[config.mk]
export PLATFORM = sky130hd
export DESIGN_NAME = divider_8bit_seq
export DESIGN_NICKNAME = d
export VERILOG_FILES = /design/src/rtl/proc_pkg.sv /design/src/rtl/sub_nbit_borrow.sv /design/src/rtl/divider_8bit_seq.sv
export SDC_FILE = /design/constraint.sdc
export NUM_CORES = 1
export LEC_CHECK = 0
export BUFFER_PORTS_ARGS = -buffer_cell sky130_fd_sc_hd__buf_2
export CAP_MARGIN = 20
export CORE_UTILIZATION = 30
export DETAILED_ROUTE_END_ITERATION = 6
export GPL_TIMING_DRIVEN = 0
export PLACE_DENSITY = 0.47
export REMOVE_ABC_BUFFERS = 1
export SYNTH_ARGS = -nofsm -noshare
export SYNTH_HDL_FRONTEND = slang
export SYNTH_SLANG_ARGS = --single-unit
[constraint.sdc]
create_clock -name clk -period 3.7 [get_ports clk]
set_clock_uncertainty 0.1 [all_clocks]
set_input_delay 0.925 -clock clk [delete_from_list [all_inputs] [get_ports clk]]
set_output_delay 0.925 -clock clk [all_outputs]
set_load 0.05 [all_outputs]
[src/rtl/proc_pkg.sv]
// Shared definitions for the Full Nibble Processor execute stage.
// Holds the divider FSM encoding and the default datapath width.
package proc_pkg;

    localparam int unsigned DefaultWidth = 8;

    typedef enum logic [1:0] {
        StIdle = 2'd0,
        StRun  = 2'd1,
        StDone = 2'd2
    } div_state_e;

    // Bits needed to count 0..w-1; never less than one bit.
    function automatic int unsigned count_width(input int unsigned w);
        return (w > 1) ? $clog2(w) : 1;
    endfunction

endpackage

[src/rtl/sub_nbit_borrow.sv]
// Combinational N-bit subtractor used for the divider's trial subtraction.
// Produces the wrapped difference and a borrow flag (a < b).
module sub_nbit_borrow #(
    parameter int unsigned Width = 9
) (
    input  logic [Width-1:0] a,
    input  logic [Width-1:0] b,
    output logic [Width-1:0] diff,
    output logic             borrow
);

    assign diff   = a - b;
    assign borrow = (a < b);

endmodule

[src/rtl/divider_8bit_seq.sv]
// Multi-cycle unsigned restoring divider: one trial subtraction per clock,
// start/busy/done handshake, results held until the next operation completes.
module divider_8bit_seq
    import proc_pkg::*;
#(
    parameter int unsigned WIDTH = DefaultWidth
) (
    input  logic             clk,
    input  logic             rst_n,
    input  logic             start,
    input  logic [WIDTH-1:0] dividend,
    input  logic [WIDTH-1:0] divisor,
    output logic             busy,
    output logic             done,
    output logic [WIDTH-1:0] quotient,
    output logic [WIDTH-1:0] remainder,
    output logic             dbz
);

    localparam int unsigned CntW = count_width(WIDTH);
    localparam logic [CntW-1:0] LastCnt = CntW'(WIDTH - 1);

    div_state_e state_q, state_d;

    logic [WIDTH-1:0] q_q, q_d;
    logic [WIDTH:0]   pr_q, pr_d;
    logic [WIDTH-1:0] div_q, div_d;
    logic [CntW-1:0]  cnt_q, cnt_d;
    logic [WIDTH-1:0] quotient_q, quotient_d;
    logic [WIDTH-1:0] remainder_q, remainder_d;
    logic             dbz_q, dbz_d;

    logic [WIDTH:0]   pr_shift;
    logic [WIDTH:0]   trial;
    logic             trial_borrow;
    logic [WIDTH:0]   pr_next;
    logic [WIDTH-1:0] q_next;

    // The partial remainder is always below the divisor, so its MSB stays zero.
    logic unused_pr_msb;
    assign unused_pr_msb = pr_q[WIDTH];

    assign pr_shift = {pr_q[WIDTH-1:0], q_q[WIDTH-1]};

    sub_nbit_borrow #(
        .Width(WIDTH + 1)
    ) u_trial_sub (
        .a     (pr_shift),
        .b     ({1'b0, div_q}),
        .diff  (trial),
        .borrow(trial_borrow)
    );

    always_comb begin
        pr_next = trial_borrow ? pr_shift : trial;
        q_next  = {q_q[WIDTH-2:0], ~trial_borrow};
    end

    always_comb begin
        state_d     = state_q;
        q_d         = q_q;
        pr_d        = pr_q;
        div_d       = div_q;
        cnt_d       = cnt_q;
        quotient_d  = quotient_q;
        remainder_d = remainder_q;
        dbz_d       = dbz_q;

        unique case (state_q)
            StIdle: begin
                if (start) begin
                    if (divisor == '0) begin
                        quotient_d  = '1;
                        remainder_d = dividend;
                        dbz_d       = 1'b1;
                        state_d     = StDone;
                    end else begin
                        q_d     = dividend;
                        div_d   = divisor;
                        pr_d    = '0;
                        cnt_d   = '0;
                        state_d = StRun;
                    end
                end
            end
            StRun: begin
                q_d   = q_next;
                pr_d  = pr_next;
                cnt_d = cnt_q + CntW'(1);
                if (cnt_q == LastCnt) begin
                    // Publish results on the edge that enters DONE.
                    quotient_d  = q_next;
                    remainder_d = pr_next[WIDTH-1:0];
                    dbz_d       = 1'b0;
                    state_d     = StDone;
                end
            end
            StDone: begin
                state_d = StIdle;
            end
            default: begin
                state_d = StIdle;
            end
        endcase
    end

    always_ff @(posedge clk or negedge rst_n) begin
        if (!rst_n) begin
            state_q     <= StIdle;
            q_q         <= '0;
            pr_q        <= '0;
            div_q       <= '0;
            cnt_q       <= '0;
            quotient_q  <= '0;
            remainder_q <= '0;
            dbz_q       <= 1'b0;
        end else begin
            state_q     <= state_d;
            q_q         <= q_d;
            pr_q        <= pr_d;
            div_q       <= div_d;
            cnt_q       <= cnt_d;
            quotient_q  <= quotient_d;
            remainder_q <= remainder_d;
            dbz_q       <= dbz_d;
        end
    end

    assign busy      = (state_q == StRun);
    assign done      = (state_q == StDone);
    assign quotient  = quotient_q;
    assign remainder = remainder_q;
    assign dbz       = dbz_q;

endmodule

# [Word level (Yosys, flattened, before mapping)]
# Index checks and enable logic that the tools add are counted.
[word_totals] register_bits=46 output_inout_bits=19
[op_classes] mux=26 add_sub_neg=2 bitwise_logic=2 reduce_logical=7 n_lt_le_gt_ge=1 n_eq_ne=7
[ops] cell="two-way mux 8 bit" count=11
[ops] cell="one-hot mux 8 bit (2 select lines)" count=4
[ops] cell="< comparator 9 x 8 -> 1 bit" count=1
[ops] cell="zero test 8 bit" count=1
[ops] cell="subtractor 8 bit" count=1
[ops] cell="two-way mux 2 bit" count=3
[ops] cell="two-way mux 3 bit" count=2
[ops] cell="!= test 2 bit, second input constant" count=3
[ops] cell="one-hot mux 3 bit (2 select lines)" count=1
[ops] cell="AND reduction 3 bit" count=2
[ops] cell="one-hot mux 2 bit (2 select lines)" count=1
[ops] cell="AND reduction 4 bit" count=1
[ops] cell="adder 3 x 1 -> 3 bit, second input constant" count=1
[ops] cell="equality test 3 bit, second input constant" count=1
[ops] cell="two-way mux 1 bit" count=3
[ops] cell="equality test 2 x 1 -> 1 bit, second input constant" count=1
[ops] cell="equality test 2 bit, second input constant" count=1
[ops] cell="zero test 2 bit" count=1
[ops] cell="!= test 2 x 1 -> 1 bit, second input constant" count=1
[ops] cell="NOT 1 bit" count=2
[ops] cell="one-hot mux 1 bit (2 select lines)" count=1
[ops] cell="AND reduction 2 bit" count=1
[ops] cell="nonzero test 2 bit" count=1

# [Longest topological paths before layout]
# Gate-level depths: netlist (run 1).
[depth] depth_word=4 mapped_depth=10 depth_no_buf=10

# [Modules after synthesis]
# From an unflattened synthesis (run 1), not the netlist that was laid out.
[unflattened] cells_unflattened=283 area_unflattened_um2=2776.4
[modules_own_cells] mod="divider_8bit_seq" cells_each=223 seq_area_each_um2=1151.1 area_per_inst_um2=2333.5 instances=1
[modules_own_cells] mod="sub_nbit_borrow" cells_each=60 seq_area_each_um2=0.0 area_per_inst_um2=442.9 instances=1

# [Least setup slack after synthesis (run 1)]
# No wires, ideal clock.
[synth_path] path_type="reg-to-output" from="register state_q[1]" to="output port busy" arrival_ns=1.402 slack_ns=1.273 n_path_buf=1 required_ns=2.675 path_stages_with_launch=4 cell_sequence="dfrtp_1 -> nand2b_1 -> inv_1 -> clkbuf_1"
[synth_between] elab_chain_len=1
[synth_lines] element="start, declared" line="divider_8bit_seq.sv:23" source="div_state_e state_q, state_d;"
[synth_lines] element="start signal, assigned" line="divider_8bit_seq.sv:109" source="state_q <= StIdle;"
[synth_lines] element="start signal, assigned" line="divider_8bit_seq.sv:118" source="state_q <= state_d;"
[synth_lines] element="equality test 2 x 1 -> 1 bit" line="divider_8bit_seq.sv:129" source="assign busy = (state_q == StRun);"
[synth_lines] element="end, declared" line="divider_8bit_seq.sv:13" source="output logic busy,"
# No other way between the ends.

# [Worst setup path in the final report (run 1)]
# Ends and elaborated chain as after synthesis.

==> results.cfg, run 1 <==
[status]
status = completed

[grt]
track_usage_pct = 14.9
grt_max_degree = 47
grt_pass1_vias = 1693
grt_overflow_total = 0
grt_pass1_wl_um = 8750
antenna_found_initial = 0

[cells_and_area]
layout_commonest_cell = dfrtp_1
layout_common_cells = 46 x dfrtp_1, 37 x nand2_1, 37 x buf_2, 24 x o21ai_0, 21 x nor2_1
nets = 302
drive_gt1_share_pct = 20.1
antenna_cells = 0
stdcell_count = 372
area_delta_synth_final_pct = 18.0

[synthesis]
synth_xor_area_share_pct = 1.90
synthMuxAreaShare_pct = 3.80
synth-seq-cells = 46
seq_area_frac_synth_pct = 49.9
synth_compound_area_share_pct = 20.5
synth_warnings = 0
postSynthAreaPerCell_um2 = 9.85
synth_top_family_by_area = compound AO/OA/AOI/OAI gates
synth.distinct_cells = 38
synthAdderAreaFrac_pct = 6.29
synthSimpleGateAreaFrac_pct = 14.4
async_flop_share_pct = 100
syn_inst = 234
synth_area_um2 = 2310
synth_edf_count = 0
synth_ff_type = dfrtp_1

[timing]
fmax_ghz = 0.318
post-route-period-util_pct = 85.1
rsz0062_at_grt = no
worstMarginPinSlew_ps = 918
final-setup-viol-count = 0
finalWorstSetupSlack_ps = 551
whs_ps = 385
fin_crit_ps = 3150
tns_ps = 0
hold_violations = 0
slew_headroom_pct = 38.6
drv_slew = 0

[critical_path]
required_ps = 2670
critical_path.max_fanout = 17
crit_type = reg -> out
r2r_slack_ps = 960
timing.rr.end = remainder[7]$_DFFE_PN0P_
r2r_start = state_q[1]$_DFFE_PN0P_
rr_worst_depth = 5
end_kind = primary output
crit_path_start_kind = register
crit_arrival_ps = 2120

[clock_network]
cts_tree = done
ctsResizeCount = 0
numCtsBuffers = 5
cts_root_buffer = clkbuf_8
clk_latency_ps = 300
cts.path.max_buffers = 2
cts.sinks = 46
clkSlewWorstSetupHoldPaths_ps = 90
cts_max_level = 2
cts.hold.buffers_added = 0
cts_setup_buffers = 0

[floorplan]
die_h_um = 89.7
coreArea_um2 = 7330
rows = 31
die_x_um = 89.7
start_util_pct = 31.5
num_io_pins = 38
dieArea_um2 = 8040

[worst_hold_path]
min_from = cnt_q[0]$_DFFE_PN0P_
whs_endpoint = cnt_q[0]$_DFFE_PN0P_
holdPathStages = 1
hold_class = reg -> reg

[run]
max-cap-violations = 0

[placed_design]
pre_cts_ws_ps = 440
port_buffers = 37
placedCellCount = 362
dpl.hpwl_um = 3890
gp_congestion = 0.724

[route]
drt-initial-drc-count = 99
drc = 0
vias = 1782
routedWlPerCell_um = 14.7
drtAntennaViolNets = 0
dr.pass1.iters = 4
wl_um = 5450
vias_per_cell = 4.79
## worst max-delay path, cell delays in order, from the launching register on
cell and delay, ps:
dfrtp_1 420, nand2b_1 450, inv_1 580, buf_2 370
## metrics by stage
step / cell area (µm²) / utilization, %
floorplan: 2270 / -
global placement: 2580 / 35.2
detailed placement: 2580 / 35.2
CTS: 2690 / 36.7
global route: 2720 / 37.1
finish: 2720 / 37.1
## synth_stat cells, types with 2 or more instances
library cell  number  area (µm²)
or3_1              5        31.3
buf_2              2        10.0
nand2_1           37         139
dfrtp_1           46        1150
o22a_1             8        70.1
inv_1             11        41.3
nor4_1             2        12.5
nor2_1            21        78.8
nor3_1             5        25.0
a22o_1             2        17.5
ha_1              10         125
a211oi_1           2        15.0
nor2b_1            3        18.8
o21ai_0           24         120
mux2i_1            5        50.1
mux2_2             2        22.5
o21bai_1           3        22.5
clkbuf_1           6        22.5
a31oi_1            7        43.8
xnor2_1            2        17.5
a21oi_1           10        50.1
a21o_1             3        22.5
xor2_1             3        26.3
## layer usage
metal | up-vias | GRT usage, % | part of all wire [%]
li1 | 898 | - | -
met1 | 838 | 21.4 | 53
met2 | 37 | 22.4 | 42
met3 | 9 | 2.74 | 3.6
met4 | 0 | 5.63 | 1.4
met5 | - | 0 | 0
## logic make-up (layout without fill, tap and decap cells)
group	after synthesis	count (layout)
multiplexers	8	8
AND/OR/NAND/NOR	77	77
XOR/XNOR	5	5
flip-flops	46	46
adder cells (fa/ha/maj)	11	11
AO/OA/AOI/OAI	68	68
buffers and inverters	19	58
## how the worst max path moves through the flow
| stage | start | to | slack (ps) |
|---|---|---|---|
| final | state_q[1]$_DFFE_PN0P_ | busy | 550 |
| after global routing | state_q[1]$_DFFE_PN0P_ | busy | 400 |
| after CTS | state_q[1]$_DFFE_PN0P_ | busy | 520 |
| after detailed placement | divisor[5] | pr_q[4]$_DFFE_PN0P_ | 440 |
| after global placement | divisor[5] | cnt_q[1]$_DFFE_PN0P_ | 450 |
| after floorplan | divisor[5] | q_q[0]$_DFFE_PN0P_ | 1320 |
## final cells by class
class	instances	area, µm²
inverter	11	41.3
clock buffer	6	72.6
clock inverter	2	37.5
timing repair buffer	39	213
sequential	46	1150
tap	99	124
multi-input combinational	169	1080
fill	766	4610
## sequential cells by signal, summed over array words and instances, names as in the netlist
name	cells
quotient	8
remainder	8
state_q	2
div_q	8
q_q	8
dbz	1
cnt_q	3
pr_q	8
Power of run 1 is not shown: default switching activity piles up to over one toggle a cycle in this logic, so the estimate is an artifact.
==> inputs of run 2 (changes only) <==
--- a/config.mk
+++ b/config.mk
@@ -8,6 +8,7 @@
 export BUFFER_PORTS_ARGS = -buffer_cell sky130_fd_sc_hd__buf_2
 export CAP_MARGIN = 20
 export CORE_UTILIZATION = 30
+export CTS_CLUSTER_DIAMETER = 30
 export DETAILED_ROUTE_END_ITERATION = 6
 export GPL_TIMING_DRIVEN = 0
 export PLACE_DENSITY = 0.47
==> constraint.sdc (replaced) <==
create_clock -name clk -period 3.7 [get_ports clk]
set_clock_uncertainty 0.1 [all_clocks]
set_input_delay 0.37 -clock clk [delete_from_list [all_inputs] [get_ports clk]]
set_output_delay 0.37 -clock clk [all_outputs]
set_load 0.05 [all_outputs]
==> results.cfg, run 2 (synthesized netlist as in run 1, its figures left out) <==
[cells_and_area]
area_delta_synth_final_pct = 18.4
layout_commonest_cell = dfrtp_1
final_area_um2 = 2730
layout_common_cells = 46 x dfrtp_1, 37 x nand2_1, 37 x buf_2, 24 x o21ai_0, 21 x nor2_1
nets = 303
drive_gt1_share_pct = 20.1
antenna_cells = 0

[worst_hold_path]
hold_class = in -> reg
holdPathStages = 3
whs_endpoint = div_q[4]$_DFFE_PN0P_
min_from = divisor[4]

[floorplan]
die_x_um = 89.7
num_io_pins = 38
rows = 31
dieArea_um2 = 8040
coreArea_um2 = 7330
die_h_um = 89.7
start_util_pct = 31.5

[grt]
grt_overflow_total = 0
grt_pass1_vias = 1693
track_usage_pct = 14.9
grt_pass1_wl_um = 8750
grt_max_degree = 47
antenna_found_initial = 0

[critical_path]
rr_worst_depth = 5
crit_arrival_ps = 2840
crit_path_start_kind = register
crit_family = simple AND/OR/NAND/NOR gates
timing.rr.end = remainder[7]$_DFFE_PN0P_
r2r_slack_ps = 960
worstPathCellList = nand2b_1 -> inv_1 -> nand2_1 -> nand2_1 -> o22a_1
slowest_delay_ps = 540
cpMostUsedCell = nand2_1
crit_buf_inv = 1
end_kind = register
crit_type = reg -> reg
r2r_start = state_q[1]$_DFFE_PN0P_
critical_path.max_fanout = 17
required_ps = 3800
cp_slowest_cell = nand2b_1

[status]
status = completed

[timing]
tns_ps = 0
fmax_ghz = 0.365
slew_headroom_pct = 38.6
drv_slew = 0
final-setup-viol-count = 0
fin_crit_ps = 2740
hold_violations = 0
worstMarginPinSlew_ps = 918
post-route-period-util_pct = 74.0
rsz0062_at_grt = no

[clock_network]
clk_latency_ps = 300
clkSlewWorstSetupHoldPaths_ps = 90
cts_root_buffer = clkbuf_8
ctsResizeCount = 0
cts_setup_buffers = 0
cts_max_level = 2
cts.sinks = 46
numCtsBuffers = 5
cts.path.max_buffers = 2
cts_tree = done

[route]
drc = 0
drtAntennaViolNets = 0
routedWlPerCell_um = 14.7
dr.pass1.iters = 4
vias = 1786
wl_um = 5470
drt-initial-drc-count = 100
vias_per_cell = 4.79

[placed_design]
gp_congestion = 0.724
dpl.hpwl_um = 3890
placedInstanceArea_um2 = 2580
port_buffers = 37

[run]
max-cap-violations = 0
run 2: cell count changes in the layout (fill, tap and decap cells not counted), sizes merged:
cell	change
dlygate4sd3	+1
run 2: worst register-to-register path, stage by stage, from the launching register on:
cell,delay [ps]
dfrtp_1,400
nand2b_1,540
inv_1,460
nand2_1,460
nand2_1,360
o22a_1,310
run 2: how the worst max path moves through the flow:
| stage | from | endpoint | slack [ps] | cells past startpoint |
|---|---|---|---|---|
| after floorplan | pr_q[0]$_DFFE_PN0P_ | remainder[0]$_DFFE_PN0P_ | 1340 | 7 |
| final | state_q[1]$_DFFE_PN0P_ | remainder[7]$_DFFE_PN0P_ | 960 | 5 |
| after global routing | state_q[1]$_DFFE_PN0P_ | remainder[7]$_DFFE_PN0P_ | 690 | 5 |
| after detailed placement | state_q[1]$_DFFE_PN0P_ | remainder[7]$_DFFE_PN0P_ | 900 | 5 |
| after CTS | state_q[1]$_DFFE_PN0P_ | remainder[7]$_DFFE_PN0P_ | 890 | 5 |
| after global placement | state_q[1]$_DFFE_PN0P_ | remainder[7]$_DFFE_PN0P_ | 880 | 5 |
run 2: cell type report:
type	count	area [µm²]
well taps	99	124
flip-flops and latches	46	1150
clock inverters	2	37.5
clock buffers	6	72.6
fillers	766	4600
multi-input cells	169	1080
inverters	11	41.3
repair buffers	40	223
run 2: per-layer routing:
| layer | track usage, % | share of wire, % | vias to the layer above | wire [µm] |
|---|---|---|---|---|
| li1 | - | - | 900 | - |
| met1 | 21.4 | 53 | 840 | 2920 |
| met2 | 22.4 | 42 | 37 | 2280 |
| met3 | 2.74 | 3.4 | 9 | 187 |
| met4 | 5.63 | 1.4 | 0 | 78 |
| met5 | 0 | 0 | - | 0 |
run 2: per-stage QoR:
stage          std cells  utilization, %  hold slack [ps]  setup WS, ps
2_1_floorplan        226               -            -25.6          1340
6_report             373            37.2              181           963
5_1_grt              373            37.2              193           692
3_3_place_gp         362            35.2              371           879
4_1_cts              370            36.7              179           887
3_5_place_dp         362            35.2              372           903
run 2: timing repair:
| item | 4_1_cts | 5_1_grt |
|---|---|---|
| hold buffers | 0 | 1 |
| endpoints found under the hold margin | 0 | 13 |
| setup endpoints to repair | 0 | 0 |
Power of run 2 is left out for the same reason.
